[src/rtl/mux4_rr_arbiter_pkg.sv]
// Shared types and helpers for the 4-way round-robin mux arbiter.
// Latency: n/a (declarations only).
// Backpressure: n/a.
package mux4_arb_pkg;

  localparam int N_REQ = 4;
  localparam int IDX_W = 2;

  // Arbiter FSM: either nobody owns the mux or exactly one requester does.
  typedef enum logic [0:0] {
    IDLE  = 1'b0,
    GRANT = 1'b1
  } state_t;

  // One-hot vector with bit idx set.
  function automatic logic [N_REQ-1:0] onehot4(input logic [IDX_W-1:0] idx);
    return N_REQ'(1) << idx;
  endfunction

endpackage

[src/rtl/mux4_rr_arbiter_if.sv]
// Request/grant/select bundle between the requesters and the arbiter.
// Latency: n/a (wiring only).
// Backpressure: requesters hold req until granted; no other stall path.
interface mux4_arb_if;
  import mux4_arb_pkg::*;

  logic [N_REQ-1:0] req;
  logic [N_REQ-1:0] grant;
  logic             s1;
  logic             s0;
  logic             busy;

  // Requester side drives req and observes the grant and mux select.
  modport master (output req, input grant, s1, s0, busy);
  // Arbiter side.
  modport slave  (input req, output grant, s1, s0, busy);

endinterface

[src/rtl/mux4_rr_arbiter_rr_pick4.sv]
// Combinational round-robin search: first set req bit after ptr, wrapping 3->0.
// Latency: 0 cycles (pure combinational).
// Backpressure: none; any=0 when no bit is set.
module rr_pick4
  import mux4_arb_pkg::*;
(
  input  logic [N_REQ-1:0] req,
  input  logic [IDX_W-1:0] ptr,
  output logic [IDX_W-1:0] win,
  output logic             any
);

  // Walk from the lowest-priority slot (ptr itself) up to ptr+1 so the nearest hit overwrites.
  always_comb begin
    win = ptr;
    any = 1'b0;
    for (int k = N_REQ; k >= 1; k--) begin
      if (req[ptr + IDX_W'(k)]) begin
        win = ptr + IDX_W'(k);
        any = 1'b1;
      end
    end
  end

endmodule

[src/rtl/mux4_rr_arbiter.sv]
// Round-robin owner of the shared 4:1 mux; drives one-hot grant and {s1,s0} select.
// Latency: req in cycle N -> grant/select in cycle N+1, handover without idle bubble.
// Backpressure: owner keeps the mux while requesting, forced off after MAX_HOLD if others wait.
module mux4_rr_arbiter
  import mux4_arb_pkg::*;
#(
  parameter int MAX_HOLD = 8
)
(
  input logic       clk,
  input logic       rst,
  mux4_arb_if.slave arb
);

  localparam int               CNT_W    = $clog2(MAX_HOLD + 1);
  localparam logic [CNT_W-1:0] HOLD_MAX = CNT_W'(MAX_HOLD);
  localparam logic [CNT_W-1:0] HOLD_ONE = CNT_W'(1);

  state_t             state_q,    state_d;
  logic [IDX_W-1:0]   last_ptr_q, last_ptr_d;
  logic [IDX_W-1:0]   sel_q,      sel_d;
  logic [CNT_W-1:0]   hold_cnt_q, hold_cnt_d;
  logic [N_REQ-1:0]   grant_q,    grant_d;

  logic [N_REQ-1:0]   pick_req;
  logic [IDX_W-1:0]   pick_win;
  logic               pick_any;
  logic               owner_req;

  // The owner is always masked out of the search while granted: if it dropped
  // it is already zero, and on a forced rotation it must be skipped.
  assign pick_req  = (state_q == GRANT) ? (arb.req & ~onehot4(last_ptr_q)) : arb.req;
  assign owner_req = arb.req[last_ptr_q];

  rr_pick4 u_pick (
    .req (pick_req),
    .ptr (last_ptr_q),
    .win (pick_win),
    .any (pick_any)
  );

  // Next-state: new grant, hold, forced rotation or release to idle.
  always_comb begin
    state_d    = state_q;
    last_ptr_d = last_ptr_q;
    sel_d      = sel_q;
    hold_cnt_d = hold_cnt_q;
    grant_d    = grant_q;
    unique case (state_q)
      IDLE: begin
        if (pick_any) begin
          state_d    = GRANT;
          last_ptr_d = pick_win;
          sel_d      = pick_win;
          grant_d    = onehot4(pick_win);
          hold_cnt_d = HOLD_ONE;
        end
      end
      GRANT: begin
        if (!owner_req || (hold_cnt_q == HOLD_MAX)) begin
          if (pick_any) begin
            last_ptr_d = pick_win;
            sel_d      = pick_win;
            grant_d    = onehot4(pick_win);
            hold_cnt_d = HOLD_ONE;
          end else if (!owner_req) begin
            // Nobody left: release, but keep sel so the mux output stays put.
            state_d    = IDLE;
            grant_d    = '0;
            hold_cnt_d = '0;
          end else begin
            // Cap reached with no contenders: silently restart the hold window.
            hold_cnt_d = HOLD_ONE;
          end
        end else begin
          hold_cnt_d = hold_cnt_q + HOLD_ONE;
        end
      end
      default: begin
        state_d = IDLE;
        grant_d = '0;
      end
    endcase
  end

  // State and registered outputs; reset leaves requester 0 with first priority.
  always_ff @(posedge clk) begin
    if (rst) begin
      state_q    <= IDLE;
      last_ptr_q <= IDX_W'(N_REQ - 1);
      sel_q      <= '0;
      hold_cnt_q <= '0;
      grant_q    <= '0;
    end else begin
      state_q    <= state_d;
      last_ptr_q <= last_ptr_d;
      sel_q      <= sel_d;
      hold_cnt_q <= hold_cnt_d;
      grant_q    <= grant_d;
    end
  end

  assign arb.grant = grant_q;
  assign arb.s1    = sel_q[1];
  assign arb.s0    = sel_q[0];
  assign arb.busy  = (state_q == GRANT);

endmodule

[src/flat_wrapper.sv]
// flat-port wrapper written by rule: the top's interface ports become plain ports
module mux4_rr_arbiter_flat import mux4_arb_pkg::*;
#(
  parameter int MAX_HOLD = 8
)
  (clk, rst, arb_req, arb_grant, arb_s1, arb_s0, arb_busy);
  mux4_arb_if arb_i ();
  input logic clk;
  input logic rst;
  input wire logic [$bits(arb_i.req)-1:0] arb_req;
  output wire logic [$bits(arb_i.grant)-1:0] arb_grant;
  output wire logic [$bits(arb_i.s1)-1:0] arb_s1;
  output wire logic [$bits(arb_i.s0)-1:0] arb_s0;
  output wire logic [$bits(arb_i.busy)-1:0] arb_busy;
  assign arb_i.req = arb_req;
  assign arb_grant = arb_i.grant;
  assign arb_s1 = arb_i.s1;
  assign arb_s0 = arb_i.s0;
  assign arb_busy = arb_i.busy;
  mux4_rr_arbiter #(.MAX_HOLD(MAX_HOLD)) u_core (.clk(clk), .rst(rst), .arb(arb_i));
endmodule
[config.mk]
export PLATFORM = sky130hd
export DESIGN_NAME = mux4_rr_arbiter_flat
export DESIGN_NICKNAME = d
export VERILOG_FILES = /design/src/rtl/mux4_rr_arbiter_pkg.sv /design/src/rtl/mux4_rr_arbiter_if.sv /design/src/rtl/mux4_rr_arbiter_rr_pick4.sv /design/src/rtl/mux4_rr_arbiter.sv /design/src/flat_wrapper.sv
export SDC_FILE = /design/constraint.sdc
export NUM_CORES = 1
export LEC_CHECK = 0
export CAP_MARGIN = 5
export CELL_PAD_IN_SITES_DETAIL_PLACEMENT = 2
export CELL_PAD_IN_SITES_GLOBAL_PLACEMENT = 2
export CORE_ASPECT_RATIO = 1.25
export CORE_MARGIN = 10
export CORE_UTILIZATION = 31
export CTS_CLUSTER_DIAMETER = 30
export DETAILED_ROUTE_END_ITERATION = 6
export PLACE_DENSITY_LB_ADDON = 0.1
export REMOVE_ABC_BUFFERS = 1
export SYNTH_ARGS = -nofsm -noshare
export SYNTH_HDL_FRONTEND = slang
export SYNTH_SLANG_ARGS = --single-unit
[constraint.sdc]
create_clock -name clk -period 2.5 [get_ports clk]
set_input_delay 0.375 -clock clk [delete_from_list [all_inputs] [get_ports clk]]
set_output_delay 0.375 -clock clk [all_outputs]
set_load 0.03 [all_outputs]
# --- Word level (Yosys, flattened, before mapping) ---
# Index checks and enable logic that the tools add are counted.
# Widths: inputs -> output; s select.
classes:
  bitwise: 3
  shift: 2
  magnitude_cmp: 4
  n_mux: 39
  reduce_logical: 3
  n_addsub: 4
  n_eq_ne: 4
ops:
  columns: ["op", "n"]
  rows:
  - ["$mux 4", 8]
  - ["$pmux 4 s2", 2]
  - ["$mux 1", 14]
  - ["$mux 2", 7]
  - ["$lt 2x3->1 const B", 4]
  - ["$bmux 1 s2", 5]
  - ["$pmux 2 s2", 2]
  - ["$shl 1x2->4 const A", 2]
  - ["$add 2x2->2 const B", 2]
  - ["$add 4x1->4 const B", 1]
  - ["$and 4x4->4", 1]
  - ["$eq 4x4->1 const B", 1]
  - ["$not 4->4", 1]
  - ["$ne 3x3->1 const B", 1]
  - ["$reduce_and 3->1", 1]
  - ["$add 2x1->2 const B", 1]
  - ["$ne 2x1->1 const B", 1]
  - ["$ne 2x2->1 const B", 1]
  - ["$pmux 1 s2", 1]
  - ["$logic_not 1->1", 1]
  - ["$logic_or 1x1->1", 1]
  - ["$not 1->1", 1]
word_totals:
  wordCells: 64
  out_inout_bits: 7
  regBits: 13

# --- Longest topological paths before layout ---
logic_depth:
  word_depth: 13
  depth_mapped: 9
  depth_no_buf: 8

# --- Modules after synthesis ---
# Synthesis repeated with hierarchy kept, for this count alone.
hier_totals:
  hier_cells: 93
  hier_area_um2: 799.5
by_module_without_submodules:
  columns: ["module", "seq_area_each_um2", "area_each_um2", "instances", "cells_per_inst"]
  rows:
  - ["mux4_rr_arbiter", 260.2, 716.9, 1, 79]
  - ["rr_pick4", 0.0, 82.6, 1, 14]

# --- Worst setup path before layout ---
# Ideal clock, no wire load.
synth_path:
  path_type: "register -> register"
  from: "register u_core.last_ptr_q[0]"
  to: "register u_core.last_ptr_q[0]"
  setup_ns: 0.127
  arrival_ns: 2.074
  synth_period_minus_slack_ns: 2.201
  path_stages_with_launch: 10
  required_time_ns: 2.373
  setup_slack_ns: 0.299
  path_buffers: 1
  cell_sequence: "dfxtp_1 -> buf_2 -> inv_2 -> ha_1 -> a21boi_1 -> a221oi_1 -> a32oi_2 -> nand3_2 -> o21ai_1 -> or3b_1"
synth_between:
  elab_chain_len: 13
  word_cells_on_any_way: 30
  classes_between: "add/sub (3); eq/ne (1); shift (1); mux (21); bitwise (2); reduce/logical (2)"
synth_rtl:
  columns: ["element", "line", "rtl"]
  rows:
  - ["start, declared", "mux4_rr_arbiter.sv:20", "logic [IDX_W-1:0] last_ptr_q, last_ptr_d;"]
  - ["start signal, assigned", "mux4_rr_arbiter.sv:90", "last_ptr_q <= IDX_W'(N_REQ - 1);"]
  - ["start signal, assigned", "mux4_rr_arbiter.sv:96", "last_ptr_q <= last_ptr_d;"]
  - ["$shl 1x2->4", "mux4_rr_arbiter_pkg.sv:17", "return N_REQ'(1) << idx;"]
  - ["$not 4->4", "mux4_rr_arbiter.sv:32", "assign pick_req = (state_q == GRANT) ? (arb.req & ~onehot4(last_ptr_q)) : arb.req;"]
  - ["$and 4x4->4", "mux4_rr_arbiter.sv:32", null]
  - ["$mux 4", "mux4_rr_arbiter.sv:32", null]
  - ["$bmux 1 s2", "mux4_rr_arbiter_rr_pick4.sv:18", "if (req[ptr + IDX_W'(k)]) begin"]
  - ["$mux 1 (not written as such)", "mux4_rr_arbiter_rr_pick4.sv:18", null]
  - ["$mux 1 (4 in series)", "mux4_rr_arbiter_rr_pick4.sv:18", null]
  - ["$mux 2", "mux4_rr_arbiter.sv:51, mux4_rr_arbiter.sv:61", null]
  - ["$mux 2", "mux4_rr_arbiter.sv:60", "if (!owner_req || (hold_cnt_q == HOLD_MAX)) begin"]
  - ["$pmux 2 s2", "mux4_rr_arbiter.sv:49", "unique case (state_q)"]
# Parallel ways exist; a longest one is shown, timed or not. The select of a mux whose other input is x is not followed.
# A chain may end at the register's enable or synchronous reset.

# --- Worst setup path in the final report ---
# Ends and elaborated chain as after synthesis.

==> summary.json <==
{
  "r2r_start": "u_core.last_ptr_q[0]",
  "layout_commonest_cell": "sky130_fd_sc_hd__dfxtp_1",
  "slew_headroom": 0.617,
  "areaGrowthSynthToFinish_pct": 22.9,
  "postSynthCellCount": 99,
  "vertical_die_dimension_um": 78.6,
  "worstSetupPathType": "reg2reg",
  "switching_share": 0.457,
  "clock-skew-final_ps": 1.36,
  "floorplan.die.width_um": 66.9,
  "grt_setup_unrepaired": "false",
  "timing_hold_violations_final": 0,
  "cts.clk_slew.worst_paths_ps": 80,
  "fin_nets": 128,
  "holdBufCountCts": 0,
  "power.sequential.fraction": 0.268,
  "place.gp.congestion": 0.677,
  "grt_first_pass_wirelength_um": 4020,
  "grt_overflow_total": 0,
  "comb_power_share": 0.623,
  "ys_async_sr_fraction": 0,
  "min_path_cells": 2,
  "clk-insertion-delay-late_ps": 280,
  "finalCriticalPeriod_ps": 2250,
  "port_buffers": 12,
  "proportion_of_layout_cells_with_a_drive_suffix_above_1": 0.139,
  "die-area_um2": 5260,
  "clockBufferDepth": 2,
  "wire_per_inst_um": 15.7,
  "post_drt_via_cell_ratio": 5.30,
  "min-delay-start": "u_core.sel_q[1]",
  "synth.ff_latch_count": 13,
  "grt_max_degree": 13,
  "crit_path_max_delay_family": "compound AO/OA/AOI/OAI gates",
  "critical_path_required_ps": 2670,
  "critical_path.max_stage_delay_ps": 460,
  "drc_errors": 0,
  "setup-tns-final_ps": 0,
  "boundaryPins": 13,
  "synth-seq-area-share": 0.305,
  "max_freq_ghz": 0.444,
  "clk_root_buffer_cell": "sky130_fd_sc_hd__clkbuf_4",
  "status": "finished, final reports clean",
  "max_slew.worst_pin.slew_ps": 575,
  "reg2reg_setup_slack_ps": 250,
  "drt_iter0_markers": 17,
  "ordered_list_of_cells_on_the_worst_path": "inv_2 > ha_1 > a21boi_1 > a221oi_1 > a32oi_2 > nand3_2 > o21ai_1 > or3b_1",
  "timing.final.max_slew_violations": 0,
  "r2r_end": "u_core.last_ptr_q[0]",
  "cp.buffers_inverters": 1,
  "switchingPower_uw": 569,
  "yosysUniqueCellTypes": 39,
  "grt_pass1_vias": 878,
  "num_antenna_cells": 0,
  "setup_slack_ps": 246,
  "drt-total-wl_um": 2330,
  "design.core.area_um2": 2650,
  "p_int_uw": 675,
  "ctsHtreeMaxLevel": 1,
  "pre_cts_slack_ps": 112,
  "cts_made_buffers": 3,
  "worstHoldPathType": "reg2reg",
  "drt.antenna.violating_nets": 0,
  "most-common-layout-cells": "13 x sky130_fd_sc_hd__dfxtp_1, 12 x sky130_fd_sc_hd__clkdlybuf4s50_1, 11 x sky130_fd_sc_hd__nor2_1, 8 x sky130_fd_sc_hd__nand2_1, 6 x sky130_fd_sc_hd__ha_1",
  "fin_crit_sh": 0.902,
  "holdPathEnd": "u_core.sel_q[1]",
  "detail_route.first_pass.iterations": 4,
  "cts_resized": 0,
  "yosys_most_used_dff": "sky130_fd_sc_hd__dfxtp_1",
  "drv.max_cap_violation_count": 0,
  "avgSynthCellArea_um2": 8.61,
  "std_cell_rows": 21,
  "clock_sink_count": 13,
  "critical_path.startpoint_type": "flop",
  "cp-end-kind": "flop",
  "synth_warnings": 0,
  "vdd_ir_drop_max_v": 0.000612,
  "cts_setup_buffers": 0,
  "synthesis.area_um2": 852,
  "peak_fanout_along_the_critical_path": 5,
  "clock_power_share": 0.109,
  "synth-edff-count": 0,
  "startpoint": "u_core.last_ptr_q[0]",
  "initial_core_util": 0.321,
  "dp_hpwl_um": 1880,
  "aggregate_global_route_resource_usage": 0.0949,
  "antenna_found_initial": 0,
  "clock_tree_from_tritoncts": "done",
  "finalSetupViolations": 0,
  "ff2ff_path_depth": 8,
  "critPathArrivalTime_ps": 2420,
  "total_leakage_power_uw": 0.000426,
  "timing.critical_path.slowest_stage_cell": "sky130_fd_sc_hd__dfxtp_1",
  "routed-via-count": 789,
  "power.density_cell_area_nw_per_um2": 1190
}
-- cells in the mapped netlist, types with 2 or more instances --
library cell               instances  area share
sky130_fd_sc_hd__a21oi_1           4       0.023
sky130_fd_sc_hd__nand2b_1          3       0.022
sky130_fd_sc_hd__o21ai_0           2       0.012
sky130_fd_sc_hd__nor2b_1           2       0.015
sky130_fd_sc_hd__a22o_1            4       0.041
sky130_fd_sc_hd__inv_2             3       0.013
sky130_fd_sc_hd__a221oi_1          3       0.031
sky130_fd_sc_hd__a21boi_1          3       0.026
sky130_fd_sc_hd__ha_1              6       0.088
sky130_fd_sc_hd__dfxtp_1          13        0.31
sky130_fd_sc_hd__nor2_1           11       0.048
sky130_fd_sc_hd__o21ai_1           2       0.012
sky130_fd_sc_hd__nor3b_1           2       0.018
sky130_fd_sc_hd__inv_1             3       0.013
sky130_fd_sc_hd__nand3_1           2       0.012
sky130_fd_sc_hd__nand2_1           8       0.035
sky130_fd_sc_hd__mux2i_1           2       0.023
sky130_fd_sc_hd__a22oi_1           2       0.018
sky130_fd_sc_hd__nor3_1            3       0.018
sky130_fd_sc_hd__xnor2_1           2       0.021
-- how the worst max path moves through the flow --
stage	end	slack [ps]	cells past startpoint
2_1_floorplan	u_core.last_ptr_q[0]	270	8
4_1_cts	u_core.last_ptr_q[0]	200	8
6_report	u_core.last_ptr_q[0]	250	8
3_5_place_dp	u_core.last_ptr_q[0]	110	7
3_3_place_gp	u_core.last_ptr_q[0]	180	7
5_1_grt	u_core.last_ptr_q[0]	20	8
-- metal layers --
| layer | GRT usage | vias to the layer above | part of all wire | routed length [um] |
|---|---|---|---|---|
| met1 | 0.101 | 386 | 0.44 | 1030 |
| li1 | - | 389 | - | - |
| met2 | 0.173 | 10 | 0.52 | 1220 |
| met3 | 0.0114 | 4 | 0.017 | 39 |
| met4 | 0.0494 | 0 | 0.019 | 45 |
| met5 | 0 | - | 0 | 0 |
-- sequential cells by signal, indices dropped and copies added (netlist names) --
| name | flops |
|---|---|
| u_core.hold_cnt_q | 4 |
| u_core.arb.busy | 1 |
| u_core.sel_q | 2 |
| u_core.arb.grant | 4 |
| u_core.last_ptr_q | 2 |
-- per-stage QoR --
stage / instance area (um^2) / instances / total power, uW / hold slack, ps / utilization
after CTS: 1050 / 149 / 1270 / 493 / 0.395
after detailed placement: 1020 / 145 / 1130 / 474 / 0.385
final: 1050 / 149 / 1240 / 491 / 0.395
after floorplan: 836 / 96 / 873 / 444 / -
after global routing: 1050 / 149 / 1360 / 509 / 0.395
after global placement: 1020 / 145 / 1110 / 461 / 0.385
-- tightest hold or removal path: stages, from the launching register on --
cell	delay, ps
sky130_fd_sc_hd__dfxtp_1	320
sky130_fd_sc_hd__nor2_1	90
sky130_fd_sc_hd__nor3_1	40
-- kinds of logic (layout without fill, tap and decap cells) --
kind of cell    count (synthesis)  in the layout  share of synthesized area
simple gates                   37             37                      0.220
compound gates                 27             27                      0.239
flops                          13             13                      0.305
buf+inv                         9             25                     0.0455
fa+ha+maj                       6              6                     0.0881
mux                             5              5                     0.0808
xor+xnor                        2              2                     0.0206
-- power groups by stage --
stage	clock (uW)	combinational, uW	sequential, uW
floorplan	0	438	435
finish	136	775	333
CTS	139	790	335
global route	151	858	346
global placement	0	769	337
detailed placement	0	788	339
-- area by class of cell --
cell class,instances,area [um^2]
clock buffer,4,26.3
fill,317,1610
inverter,6,22.5
multi-input combinational,77,553
sequential,13,260
tap,34,42.5
timing repair buffer,15,143
Power figures use the tool's default switching activity.
